**config.mk**
```make
export PLATFORM = sky130hd
export DESIGN_NAME = pipeline_ctrl
export DESIGN_NICKNAME = d
export VERILOG_FILES = /design/src/rtl/pipeline_ctrl.sv
export SDC_FILE = /design/constraint.sdc
export NUM_CORES = 1
export LEC_CHECK = 0
export CAP_MARGIN = 20
export CORE_ASPECT_RATIO = 2
export CORE_UTILIZATION = 44
export CTS_CLUSTER_DIAMETER = 200
export DETAILED_ROUTE_END_ITERATION = 7
export GPL_ROUTABILITY_DRIVEN = 1
export PLACE_DENSITY_LB_ADDON = 0.1
export SYNTH_ARGS = -nofsm -noshare
export SYNTH_HDL_FRONTEND = slang
export SYNTH_SLANG_ARGS = --single-unit
export TNS_END_PERCENT = 20
```
**constraint.sdc**
```tcl
create_clock -name clk -period 2.49 [get_ports clk]
set_input_delay 0.249 -clock clk [delete_from_list [all_inputs] [get_ports clk]]
set_output_delay 0.249 -clock clk [all_outputs]
set_load 0.01 [all_outputs]
```
**src/rtl/pipeline_ctrl.sv**
```systemverilog
`default_nettype none
// ============================================================================
// Module      : pipeline_ctrl
// Description : Hazard and stall controller for the five-stage pipelined core.
//               Produces the Stall/Flush controls for the pipeline registers,
//               the EX-stage operand forwarding selects, sequences multi-cycle
//               data-memory accesses under a watchdog and keeps free-running
//               stall/flush performance counters.
//
// Ports:
//   clk, rst_n                 clock, synchronous active-low reset
//   Rs1D, Rs2D                 Decode source registers
//   Rs1E, Rs2E, RdE            Execute source/destination registers
//   ResultSrcE                 Execute result source (2'b01 = load)
//   PCSrcE                     taken branch/jump resolved in Execute
//   RdM, RdW                   Memory / Writeback destination registers
//   RegWriteM, RegWriteW       Memory / Writeback register-write enables
//   MemReqM, MemReadyM         Memory-stage access request / completion
//   StallF/D/E/M               hold PC, IF/ID, ID/EX, EX/MEM
//   FlushD/E/W                 bubble IF/ID, ID/EX, MEM/WB
//   ForwardAE, ForwardBE       00 regfile, 01 Writeback, 10 Memory ALU result
//   mem_err                    sticky memory-timeout flag
//   stall_cycles, flush_count  performance counters (wrap modulo 2^CNT_W)
//
// Revision    : 1.0 - initial release
// ============================================================================
module pipeline_ctrl #(
    parameter int MEM_TIMEOUT = 255,
    parameter int CNT_W       = 32
) (
    input  logic             clk,
    input  logic             rst_n,
    input  logic [4:0]       Rs1D,
    input  logic [4:0]       Rs2D,
    input  logic [4:0]       Rs1E,
    input  logic [4:0]       Rs2E,
    input  logic [4:0]       RdE,
    input  logic [1:0]       ResultSrcE,
    input  logic             PCSrcE,
    input  logic [4:0]       RdM,
    input  logic [4:0]       RdW,
    input  logic             RegWriteM,
    input  logic             RegWriteW,
    input  logic             MemReqM,
    input  logic             MemReadyM,
    output logic             StallF,
    output logic             StallD,
    output logic             StallE,
    output logic             StallM,
    output logic             FlushD,
    output logic             FlushE,
    output logic             FlushW,
    output logic [1:0]       ForwardAE,
    output logic [1:0]       ForwardBE,
    output logic             mem_err,
    output logic [CNT_W-1:0] stall_cycles,
    output logic [CNT_W-1:0] flush_count
);

    typedef enum logic [1:0] {
        RUN      = 2'd0,
        MEM_WAIT = 2'd1,
        ERR      = 2'd2
    } state_t;

    // Last wait_cnt value tolerated in MEM_WAIT before declaring a timeout.
    localparam logic [15:0] C_WAIT_LAST = 16'(MEM_TIMEOUT - 1);
    localparam logic [1:0]  C_FWD_RF    = 2'b00;
    localparam logic [1:0]  C_FWD_WB    = 2'b01;
    localparam logic [1:0]  C_FWD_MEM   = 2'b10;

    state_t      r_state;
    state_t      w_state_nxt;
    logic [15:0] r_wait_cnt;
    logic [15:0] w_wait_cnt_nxt;
    logic        w_mem_stall;
    logic        w_lw_stall;
    logic        w_flush_branch;

    // Memory is still busy; identical behaviour in RUN and MEM_WAIT.
    assign w_mem_stall = (r_state != ERR) & MemReqM & ~MemReadyM;

    assign w_lw_stall = (ResultSrcE == 2'b01) & (RdE != 5'd0) &
                        ((Rs1D == RdE) | (Rs2D == RdE));

    assign mem_err = (r_state == ERR);

    // Memory stage has priority over Writeback since it holds the newer value.
    function automatic logic [1:0] fwd_sel(input logic [4:0] rs);
        if (RegWriteM && (RdM != 5'd0) && (RdM == rs)) begin
            return C_FWD_MEM;
        end else if (RegWriteW && (RdW != 5'd0) && (RdW == rs)) begin
            return C_FWD_WB;
        end
        return C_FWD_RF;
    endfunction

    // ------------------------------------------------------------------
    // Next-state logic
    // ------------------------------------------------------------------
    always_comb begin
        w_state_nxt    = r_state;
        w_wait_cnt_nxt = r_wait_cnt;
        case (r_state)
            RUN: begin
                if (MemReqM && !MemReadyM) begin
                    w_state_nxt    = MEM_WAIT;
                    w_wait_cnt_nxt = 16'd0;
                end
            end
            MEM_WAIT: begin
                if (MemReadyM) begin
                    w_state_nxt = RUN;
                end else if (r_wait_cnt == C_WAIT_LAST) begin
                    w_state_nxt = ERR;
                end else begin
                    w_wait_cnt_nxt = r_wait_cnt + 16'd1;
                end
            end
            ERR: begin
                w_state_nxt = ERR;
            end
            default: begin
                w_state_nxt = RUN;
            end
        endcase
    end

    // ------------------------------------------------------------------
    // Stall / flush / forward outputs (zero-cycle, priority encoded)
    // ------------------------------------------------------------------
    always_comb begin
        StallF         = 1'b0;
        StallD         = 1'b0;
        StallE         = 1'b0;
        StallM         = 1'b0;
        FlushD         = 1'b0;
        FlushE         = 1'b0;
        FlushW         = 1'b0;
        ForwardAE      = C_FWD_RF;
        ForwardBE      = C_FWD_RF;
        w_flush_branch = 1'b0;

        if (!rst_n) begin
            FlushD = 1'b1;
            FlushE = 1'b1;
            FlushW = 1'b1;
        end else begin
            ForwardAE = fwd_sel(Rs1E);
            ForwardBE = fwd_sel(Rs2E);
            if ((r_state == ERR) || w_mem_stall) begin
                // Whole pipe frozen; Execute/Decode hazards wait for release.
                StallF = 1'b1;
                StallD = 1'b1;
                StallE = 1'b1;
                StallM = 1'b1;
                FlushW = 1'b1;
            end else if (PCSrcE) begin
                // Redirect squashes any load-use dependent in Decode.
                FlushD         = 1'b1;
                FlushE         = 1'b1;
                w_flush_branch = 1'b1;
            end else if (w_lw_stall) begin
                StallF = 1'b1;
                StallD = 1'b1;
                FlushE = 1'b1;
            end
        end
    end

    // ------------------------------------------------------------------
    // State, watchdog counter and performance counters
    // ------------------------------------------------------------------
    always_ff @(posedge clk) begin
        if (!rst_n) begin
            r_state      <= RUN;
            r_wait_cnt   <= 16'd0;
            stall_cycles <= '0;
            flush_count  <= '0;
        end else begin
            r_state    <= w_state_nxt;
            r_wait_cnt <= w_wait_cnt_nxt;
            if (StallF) begin
                stall_cycles <= stall_cycles + 1'b1;
            end
            if (w_flush_branch) begin
                flush_count <= flush_count + 1'b1;
            end
        end
    end

endmodule
`default_nettype wire

```
=== After elaboration in Yosys (flattened, before gate mapping) ===
Cells that the tools add are included.

* Register bits after elaboration: 82
* Bits in latches: 0
* Memory bits (writable): 0
* ROM bits: 0
* Input bits: 44
* Output and inout port bits: 76
* Word-level logic and storage cells: 80
* Memories: 0

* Add/sub/neg operators: 3
* Multipliers: 0
* Divide/modulo/power cells: 0
* Magnitude comparators: 0
* Equality and inequality tests: 15
* Shift operators: 0
* Multiplexer cells: 36
* Bitwise operators: 6
* Reductions and logical operators: 16

{| class="wikitable"
|+ Operators with widths
! kind !! count
|-
| adder 32 x 1 -> 32 bit, second input constant || 2
|-
| two-way mux 16 bit || 3
|-
| one-hot mux 16 bit (2 select lines) || 1
|-
| == test 5 bit || 6
|-
| two-way mux 2 bit || 11
|-
| two-way mux 1 bit || 20
|-
| adder 16 x 1 -> 16 bit, second input constant || 1
|-
| == test 16 x 8 -> 1 bit, second input constant || 1
|-
| nonzero test 5 bit || 3
|-
| != test 2 bit, second input constant || 4
|-
| logical AND 1 bit || 7
|-
| one-hot mux 2 bit (3 select lines) || 1
|-
| bitwise AND 1 bit || 4
|-
| == test 2 x 1 -> 1 bit, second input constant || 2
|-
| AND reduction 4 bit || 1
|-
| != test 3 bit, second input constant || 1
|-
| == test 2 bit, second input constant || 1
|-
| logical NOT 2 bit || 1
|-
| AND reduction 2 bit || 1
|-
| nonzero test 2 bit || 1
|-
| logical NOT 1 bit || 1
|-
| logical OR 1 bit || 1
|-
| NOT 1 bit || 1
|-
| OR 1 bit || 1
|}

=== Longest topological paths before layout ===
Gate-level depths: netlist of run 1.

* Word-level depth: 8
* Gate-level depth with buffers: 9
* Mapped depth without buffers: 7

=== Worst setup path after synthesis of run 1 ===
Ideal clock, no wire load.

* Path type: reg-to-reg
* From: reg stall_cycles[3]
* To: reg stall_cycles[23]
* Setup time: 0.070 ns
* Data arrival time: 2.570 ns
* Required time: 2.420 ns
* Setup slack: -0.150 ns
* Stages on the path, launching flop included: 10
* Path through: dfxtp_1 and4_4 nand4_4 or4b_4 buf_6 or3_1 buf_6 buf_6 or4_1 a21oi_1

* Word-level cells in the longest chain between the ends: 1

{| class="wikitable"
|+ Ends and longest elaborated chain
! what !! line !! RTL
|-
| start, declared || 56 || <nowiki>output logic [CNT_W-1:0] stall_cycles,</nowiki>
|-
| start signal, assigned || 184 || <nowiki>stall_cycles <= stall_cycles + 1'b1;</nowiki>
|-
| adder 32 x 1 -> 32 bit || 184 ||
|}

Every way passes these cells.
A chain may end at the register's enable or synchronous reset.

=== Final worst setup path of run 1 ===
* From: in RdM[1]
* To: out ForwardBE[1]

* Word-level cells in the longest chain between the ends: 7

{| class="wikitable"
|+ Ends and longest elaborated chain
! what !! line !! RTL
|-
| start, declared || 40 || <nowiki>input logic [4:0] RdM,</nowiki>
|-
| nonzero test 5 bit || 90 || <nowiki>if (RegWriteM && (RdM != 5'd0) && (RdM == rs)) begin</nowiki>
|-
| logical AND 1 bit || 90 ||
|-
| logical AND 1 bit * || 90 ||
|-
| two-way mux 1 bit || 90 ||
|-
| two-way mux 1 bit || 144 || <nowiki>if (!rst_n) begin</nowiki>
|-
| two-way mux 2 bit * || 95 || <nowiki>return C_FWD_RF;</nowiki>
|-
| two-way mux 2 bit * || 144 ||
|-
| end, declared || 54 || <nowiki>output logic [1:0] ForwardBE,</nowiki>
|}

Every way passes the cells marked *; elsewhere a longest branch is shown, timed or not. The select of a mux whose other input is x is not followed.

==> results of run 1 <==
[Yosys cell counts (2+ instances only)]
cell      instances  area (µm²)
dfxtp_1          82        1640
nor2_1           51         191
xor2_1           41         359
a21oi_1          40         200
nand2_1          37         139
nand3_1          27         135
xnor2_1          26         228
clkbuf_1         19        71.3
or3_1            19         119
or4_1            19         143
o21ai_1          18        90.1
inv_1            17        63.8
o31ai_1          17         128
nor3_1           15        75.1
nand4_1          12        75.1
nor4_1           11        68.8
and4_1            8        70.1
and2_1            6        37.5
and3_1            5        31.3
ha_1              4        50.1
buf_6             3        33.8
o21ai_0           3        15.0
o41ai_1           3        26.3
or4_2             3        26.3
or4b_1            3        30.0
a211oi_1          2        15.0
buf_4             2        15.0
mux2i_1           2        20.0
nand2b_1          2        12.5
nor2b_1           2        12.5
o31a_1            2        17.5
or2_1             2        12.5
[cells in the final DEF, fill, tap and decap left out, drive strengths merged, types with 3 or more instances in the layout]
cell,n
dfxtp,82
a21oi,40
clkbuf,9
and2,6
xnor2,26
nor3,15
or2,3
o41ai,3
nor4,11
nand2,37
nor2,51
ha,4
nand4,13
and4,9
nand3,27
or3,20
inv,20
clkdlybuf4s50,111
buf,41
dlymetal6s2s,4
o31ai,17
and3,5
or4,22
xor2,41
or4b,4
dlygate4sd2,4
o21ai,21
clkinv,3
[critical path, delay by kind of cell]
| family | cells | cell delay [ps] |
|---|---|---|
| AO/OA/AOI/OAI | 1 | 240 |
| AND/OR/NAND/NOR | 3 | 790 |
| buffers and inverters | 2 | 890 |
[report_power, final]
group / internal [mW] / switching [mW] / total [mW]
clock network: 0.887 / 0.561 / 1.45
logic: 0.146 / 0.133 / 0.279
registers: 1.32 / 0.0109 / 1.33
total: 2.35 / 0.705 / 3.06
[state kept, by name (all words and copies together), names as in the netlist]
signal and count:
flush_count 32, stall_cycles 32, r_wait_cnt 16, r_state 2
[timing repair]
| action | CTS | global route |
|---|---|---|
| gates resized for setup | 7 | 11 |
| buffers inserted | 1 | 0 |
| endpoints found under the setup margin | 6 | 15 |
| pin swaps | 1 | 3 |
[area by class of cell]
type / count / area, µm² / share of cell area [%]
multi-input combinational: 393 / 2510 / 40.6
inverter: 18 / 67.6 / 1.09
timing repair buffer: 160 / 1500 / 24.3
tap: 104 / 130 / 2.10
clock buffer: 9 / 225 / 3.64
sequential: 82 / 1650 / 26.7
clock inverter: 7 / 100 / 1.62
[final timing paths]
check | startpoint | end | slack, ps | cells after the start
worst max-delay path | RdM[1] | ForwardBE[1] | 70 | 6
worst min-delay path | stall_cycles[31]$_SDFFE_PN0P_ | stall_cycles[31]$_SDFFE_PN0P_ | 490 | 2
worst max register to register | stall_cycles[3]$_SDFFE_PN0P_ | stall_cycles[29]$_SDFFE_PN0P_ | 140 | 6
worst min register to register | stall_cycles[31]$_SDFFE_PN0P_ | stall_cycles[31]$_SDFFE_PN0P_ | 490 | 2
[routing by layer]
metal	part of all wire [%]	up-vias	wire (µm)
li1	-	2154	-
met1	38	2094	4570
met2	57	84	6960
met3	2.5	18	305
met4	2.6	0	319
met5	0	-	0
[cell families (layout without fill, tap and decap cells)]
kind of cell    after synthesis  count (layout)
simple gates                229             229
compound gates               91              91
flops                        82              82
xor+xnor                     67              67
buf+inv                      43             194
fa+ha+maj                     4               4
mux                           2               2
[stage by stage]
step / instance area [µm²] / worst slack (ps) / utilization (%)
floorplan: 4300 / -41.6 / -
global placement: 5800 / -142 / 61.8
detailed placement: 5800 / -226 / 61.8
CTS: 6140 / 0.313 / 65.4
global route: 6190 / -7.97 / 66.0
finish: 6190 / 70.2 / 66.0
==> impl_table.tex, run 1 <==
\begin{tabular}{lr}
\hline
Metric & Value \\
\hline
\multicolumn{2}{l}{\textbf{Yosys}} \\
\quad Dominant combinational cell family by area after synthesis & simple AND/OR/NAND/NOR gates \\
\quad Number of flip-flops and latches in the synthesized netlist & 82 \\
\quad Proportion of register bits with asynchronous set or reset after synthesis & 0\% \\
\quad Number of synthesized flops with an enable pin & 0 \\
\quad Unique masters post-synth & 47 \\
\quad Compound-cell area share of the yosys netlist & 12.6\% \\
\quad Mux cell area share after synthesis & 0.467\% \\
\quad Net Count, Synth & 566 \\
\quad Warnings from Yosys & 0 \\
\quad Share of synthesized area occupied by flip-flops and latches & 38.3\% \\
\quad Post-synthesis area per instance & 8.28 µm² \\
\quad Synth Flop Type & dfxtp\_1 \\
\quad Post-synthesis instance area & 4290 µm² \\
\quad Synthesized-area fraction occupied by adder cells & 1.17\% \\
\quad Synthesized-area fraction occupied by xor and xnor cells & 13.7\% \\
\quad Synthesized instance count & 518 \\
\quad Simple-gate share of the synthesized area & 29.3\% \\
\multicolumn{2}{l}{\textbf{Floorplan}} \\
\quad Starting density of the core & 45.7\% \\
\quad Std-Cell Core Area & 9380 µm² \\
\quad Total die area & 10,200 µm² \\
\quad Vertical die dimension & 142 µm \\
\quad Top Ports & 120 \\
\quad Width of the die & 71.8 µm \\
\quad Number of core rows & 50 \\
\multicolumn{2}{l}{\textbf{Place}} \\
\quad Global placement routability congestion & 0.982 \\
\quad Cell total after placement & 756 \\
\quad Number of buffers inserted by port buffering & 119 \\
\quad Sum of net half-perimeters after detailed placement & 9100 µm \\
\multicolumn{2}{l}{\textbf{Final layout}} \\
\quad Number of nets in the layout & 712 \\
\quad Antenna diode count & 0 \\
\quad Share of final-layout standard cells stronger than drive strength 1 & 11.7\% \\
\quad Area growth from synthesis to layout & 44.4\% \\
\quad Cell Count, Final, Fillers Out & 773 \\
\quad Filler cell count in the final layout & 802 \\
\multicolumn{2}{l}{\textbf{Job}} \\
\quad Number of maximum-capacitance constraint violations & 0 \\
\multicolumn{2}{l}{\textbf{Power and ir drop}} \\
\quad Power density over cell area & 494 nW/µm² \\
\quad Highest ir drop seen on vdd & 372 µV \\
\quad LEAKAGE & 2.14 nW \\
\quad Final Power & 3.06 mW \\
\multicolumn{2}{l}{\textbf{Setup path}} \\
\quad Top fanout value on the critical path & 2 \\
\quad Cell with the largest stage delay on the worst path & or4\_4 \\
\quad Most Frequent Cell on Critical Path & clkdlybuf4s50\_1 \\
\quad Crit path capture type & output pin \\
\quad Cell breakdown of the critical path & clkdlybuf4s50\_1 > or4\_4 > o21ai\_4 > nor4\_4 > and2\_1 > clkdlybuf4s50\_1 \\
\quad Critical path start-end classification & in -> out \\
\quad Startpoint type of the worst setup path & input port \\
\quad Largest stage delay on the critical path & 560 ps \\
\quad Required @ worst endpoint & 2240 ps \\
\quad Data arrival, critical path & 2170 ps \\
\multicolumn{2}{l}{\textbf{Timing}} \\
\quad Final critical path time including I/O delays and setup & 2420 ps \\
\quad Highest Clock Rate & 0.413 GHz \\
\quad Number of hold-slack violations in the final timing report & 0 \\
\quad Fin Clk Skew & 6.22 ps \\
\quad Pin slew with the least headroom to its limit & 598 ps \\
\quad Setup violators final & 0 \\
\quad RSZ-0062 raised after global routing & yes \\
\quad Final Hold Slack & 487 ps \\
\quad Slew Limit Fails & 0 \\
\quad Fin crit share & 97.2\% \\
\quad Relative slew slack & 60.1\% \\
\quad Total negative slack & 0 ps \\
\multicolumn{2}{l}{\textbf{Clock network}} \\
\quad H-tree depth reported by CTS & 3 \\
\quad Root Driver & clkbuf\_16 \\
\quad Clock Sink Count & 82 \\
\quad Skew-Pair Late Insertion Delay & 340 ps \\
\quad Clock transition at the registers of the reported paths & 60 ps \\
\quad Buffer levels on the longest clock path & 2 \\
\quad TritonCTS Buffers & 9 \\
\quad CTS Hold Bufs & 0 \\
\quad CTS tree & built \\
\multicolumn{2}{l}{\textbf{Detailed routing}} \\
\quad Initial drt markers & 183 \\
\quad Post-DRT Antenna Nets & 0 \\
\quad Vias after detailed routing & 4,350 \\
\quad Routed WL & 12,200 µm \\
\quad Via-per-instance ratio & 5.63 \\
\quad Number of detailed-route iterations in the first pass & 4 \\
\quad Routed length per placed instance & 15.7 µm \\
\quad Number of remaining DRC errors & 0 \\
\multicolumn{2}{l}{\textbf{GRT}} \\
\quad Global-route wire length before repair & 19,200 µm \\
\quad Number of global-route vias before repair & 4,023 \\
\quad Residual overflow from global routing & 0 \\
\quad GR Util met2 & 45.1\% \\
\quad GRT Total Usage & 23.8\% \\
\quad Top Usage Layer GRT & met2 \\
\quad Maximum number of pins on one net before global-route repair & 38 \\
\quad GR Util met3 & 2.70\% \\
\quad Initial antenna violation count & 0 \\
\quad Met1 demand-to-capacity share in global routing & 25.6\% \\
\multicolumn{2}{l}{\textbf{Min path}} \\
\quad Worst Hold Class & reg -> reg \\
\multicolumn{2}{l}{\textbf{Status}} \\
\quad Status & finished clean \\
\hline
\end{tabular}
Power figures use the tool's default switching activity.
==> inputs of run 2 (changes only) <==
--- a/config.mk
+++ b/config.mk
@@ -7,7 +7,7 @@
 export LEC_CHECK = 0
 export CAP_MARGIN = 20
 export CORE_ASPECT_RATIO = 2
-export CORE_UTILIZATION = 44
+export CORE_UTILIZATION = 40
 export CTS_CLUSTER_DIAMETER = 200
 export DETAILED_ROUTE_END_ITERATION = 7
 export GPL_ROUTABILITY_DRIVEN = 1
==> impl_table.tex, run 2 (same netlist as run 1, synthesis figures left out) <==
\begin{tabular}{lr}
\hline
Metric & Value \\
\hline
\multicolumn{2}{l}{\textbf{Detailed routing}} \\
\quad Number of detailed-route iterations in the first pass & 4 (unchanged) \\
\quad Post-DRT Antenna Nets & 0 (unchanged) \\
\quad Routed length per placed instance & 14.8 µm (-6.2\%) \\
\quad Vias after detailed routing & 4,269 (-1.9\%) \\
\quad Number of remaining DRC errors & 0 (unchanged) \\
\quad Routed WL & 11,900 µm (-2.2\%) \\
\quad Initial drt markers & 154 (-16\%) \\
\quad Via-per-instance ratio & 5.30 (-5.9\%) \\
\multicolumn{2}{l}{\textbf{Place}} \\
\quad Setup slack after placement & -304 ps (-78.1 ps) \\
\quad Number of buffers inserted by port buffering & 119 (unchanged) \\
\quad Sum of net half-perimeters after detailed placement & 9100 µm (about the same) \\
\quad Global placement routability congestion & 0.942 (-4.1\%) \\
\quad Cell total after placement & 788 (+4.2\%) \\
\multicolumn{2}{l}{\textbf{Timing}} \\
\quad Highest Clock Rate & 0.414 GHz (+0.16\%) \\
\quad Pin slew with the least headroom to its limit & 556 ps (-42.1 ps) \\
\quad Total negative slack & 0 ps (unchanged) \\
\quad RSZ-0062 raised after global routing & yes \\
\quad Number of hold-slack violations in the final timing report & 0 (unchanged) \\
\quad Setup violators final & 0 (unchanged) \\
\quad Worst setup margin & 74.0 ps (+3.82 ps) \\
\quad Relative slew slack & 62.9\% (+2.8 points) \\
\quad Final Hold Slack & 479 ps (-7.93 ps) \\
\quad Slew Limit Fails & 0 (unchanged) \\
\quad Final critical path time including I/O delays and setup & 2420 ps (-3.82 ps) \\
\quad Fin crit share & 97.0\% (-0.15 points) \\
\quad Fin Clk Skew & 8.00 ps (+1.78 ps) \\
\multicolumn{2}{l}{\textbf{Power and ir drop}} \\
\quad Highest ir drop seen on vdd & 380 µV (+2.2\%) \\
\quad LEAKAGE & 2.14 nW (-0.14\%) \\
\quad Power density over cell area & 486 nW/µm² (-1.6\%) \\
\multicolumn{2}{l}{\textbf{Min path}} \\
\quad Worst Hold Class & reg -> reg \\
\quad Hold path depth & 2 (unchanged) \\
\multicolumn{2}{l}{\textbf{Setup path}} \\
\quad Data arrival, critical path & 2680 ps (+510 ps) \\
\quad Critical path start-end classification & in -> reg \\
\quad Cell with the largest stage delay on the worst path & or4\_1 \\
\quad Most Frequent Cell on Critical Path & buf\_4 \\
\quad Cell breakdown of the critical path & clkdlybuf4s50\_1 > xor2\_1 > nor3\_2 > a22oi\_1 > o31a\_1 > buf\_4 > buf\_4 > buf\_6 > buf\_4 > or4\_1 > a21oi\_2 \\
\quad Top fanout value on the critical path & 16 (+14) \\
\quad Worst reg2reg path depth & 7 (+1) \\
\quad Stages on the worst setup path & 11 (+5) \\
\quad Sum of buffers and inverters on the critical path & 5 (+3) \\
\quad Required @ worst endpoint & 2750 ps (+510 ps) \\
\quad Crit path capture type & flip-flop \\
\quad Cell family with the largest share of critical-path delay & buffers and inverters \\
\quad Largest stage delay on the critical path & 520 ps (-40 ps) \\
\quad Startpoint type of the worst setup path & input port \\
\multicolumn{2}{l}{\textbf{Clock network}} \\
\quad H-tree depth reported by CTS & 3 (unchanged) \\
\quad Root Driver & clkbuf\_16 \\
\quad TritonCTS Buffers & 9 (unchanged) \\
\quad Clock transition at the registers of the reported paths & 60 ps (about the same) \\
\quad Skew-Pair Late Insertion Delay & 330 ps (about the same) \\
\quad Clock Sink Count & 82 (unchanged) \\
\quad Buffer levels on the longest clock path & 2 (unchanged) \\
\quad CTS tree & built \\
\multicolumn{2}{l}{\textbf{Final layout}} \\
\quad Area growth from synthesis to layout & 45.3\% \\
\quad Registers with the highest flip-flop counts & flush\_count (32), stall\_cycles (32), r\_wait\_cnt (16) \\
\quad Antenna diode count & 0 (unchanged) \\
\quad Highest-count cells in the layout ignoring fill and taps & 109 x clkdlybuf4s50\_1, 78 x dfxtp\_1, 51 x nor2\_1 \\
\quad Cell Count, Final, Fillers Out & 806 (+4.3\%) \\
\quad Share of final-layout standard cells stronger than drive strength 1 & 12.0\% (+0.30 points) \\
\quad Number of nets in the layout & 712 (unchanged) \\
\quad Most common cell after layout, fill and taps aside & clkdlybuf4s50\_1 \\
\quad Filler cell count in the final layout & 1,005 (+25\%) \\
\multicolumn{2}{l}{\textbf{GRT}} \\
\quad GRT Total Usage & 21.7\% (-2.2 points) \\
\quad Maximum number of pins on one net before global-route repair & 35 (-7.9\%) \\
\quad Residual overflow from global routing & 0 (unchanged) \\
\quad Global-route wire length before repair & 18,700 µm (-2.4\%) \\
\quad Number of global-route vias before repair & 4,019 (-0.099\%) \\
\quad Initial antenna violation count & 0 (unchanged) \\
\multicolumn{2}{l}{\textbf{Floorplan}} \\
\quad Vertical die dimension & 148 µm (+4.8\%) \\
\quad Std-Cell Core Area & 10,500 µm² (+12\%) \\
\quad Starting density of the core & 40.9\% (-4.8 points) \\
\quad Width of the die & 75.2 µm (+4.7\%) \\
\quad Top Ports & 120 (unchanged) \\
\quad Total die area & 11,200 µm² (+9.8\%) \\
\quad Number of core rows & 53 (+6.0\%) \\
\multicolumn{2}{l}{\textbf{Job}} \\
\quad Number of maximum-capacitance constraint violations & 0 (unchanged) \\
\multicolumn{2}{l}{\textbf{Status}} \\
\quad Status & finished clean \\
\hline
\end{tabular}
## run 2: cell types whose count changed in the layout (fill, tap and decap cells not counted), moves of 2 or more
| cell | previous run | this run |
|---|---|---|
| buf_4 | 41 | 38 |
| a21oi_1 | 40 | 36 |
| buf_6 | 0 | 2 |
| nor4_4 | 2 | 0 |
| dlygate4sd2_1 | 4 | 7 |
| clkdlybuf4s50_1 | 111 | 109 |
| a21oi_2 | 0 | 4 |
| nor4_2 | 0 | 2 |
## run 2: final timing paths
kind,startpoint,endpoint,slack [ps]
setup reg to reg,stall_cycles[3]$_SDFFE_PN0P_,stall_cycles[28]$_SDFFE_PN0P_,80
hold reg to reg,stall_cycles[31]$_SDFFE_PN0P_,stall_cycles[31]$_SDFFE_PN0P_,480
hold / removal,stall_cycles[31]$_SDFFE_PN0P_,stall_cycles[31]$_SDFFE_PN0P_,480
setup / recovery,Rs2D[4],stall_cycles[23]$_SDFFE_PN0P_,70
## run 2: cell type report
| class | instances | area (µm²) | share of cell area, % |
|---|---|---|---|
| repair buffers | 160 | 1520 | 24.4 |
| multi-input cells | 393 | 2500 | 40.2 |
| well taps | 137 | 171 | 2.75 |
| flip-flops and latches | 82 | 1650 | 26.5 |
| clock inverters | 6 | 90.1 | 1.45 |
| inverters | 18 | 67.6 | 1.08 |
| clock buffers | 10 | 229 | 3.68 |
## run 2: what timing repair did
item,CTS,global route
endpoints found under the setup margin,6,15
resized for setup,11,12
pin swaps,2,10
buffers inserted,2,0
hold buffers,0,0
## run 2: power breakdown
part	switching (mW)	internal [mW]	leakage, nW
sequential	0.0119	1.32	0.664
combinational	0.130	0.149	1.32
clock	0.535	0.882	0.153
total	0.678	2.35	2.14
## run 2: layer usage
layer  track usage, %  part of all wire (%)  up-vias
met1             22.3                    37     2019
li1                 -                     -     2160
met3             2.98                   2.5       21
met5                0                     0        -
met2             42.0                    58       69
met4             8.06                   2.2        0
## run 2: worst reg2reg max path, cell delays in order (launching register included)
cell	delay [ps]
dfxtp_4	340
and4_4	240
nand4_4	110
or4b_4	510
or3_1	340
buf_6	160
or4_1	500
a21oi_2	150
## run 2: per-stage QoR
step	utilization [%]	power (mW)	area, µm²
global placement	55.8	1.63	5840
detailed placement	55.8	1.63	5840
CTS	59.0	3.05	6190
finish	59.4	3.03	6230
floorplan	-	1.47	4300
global route	59.4	3.13	6230
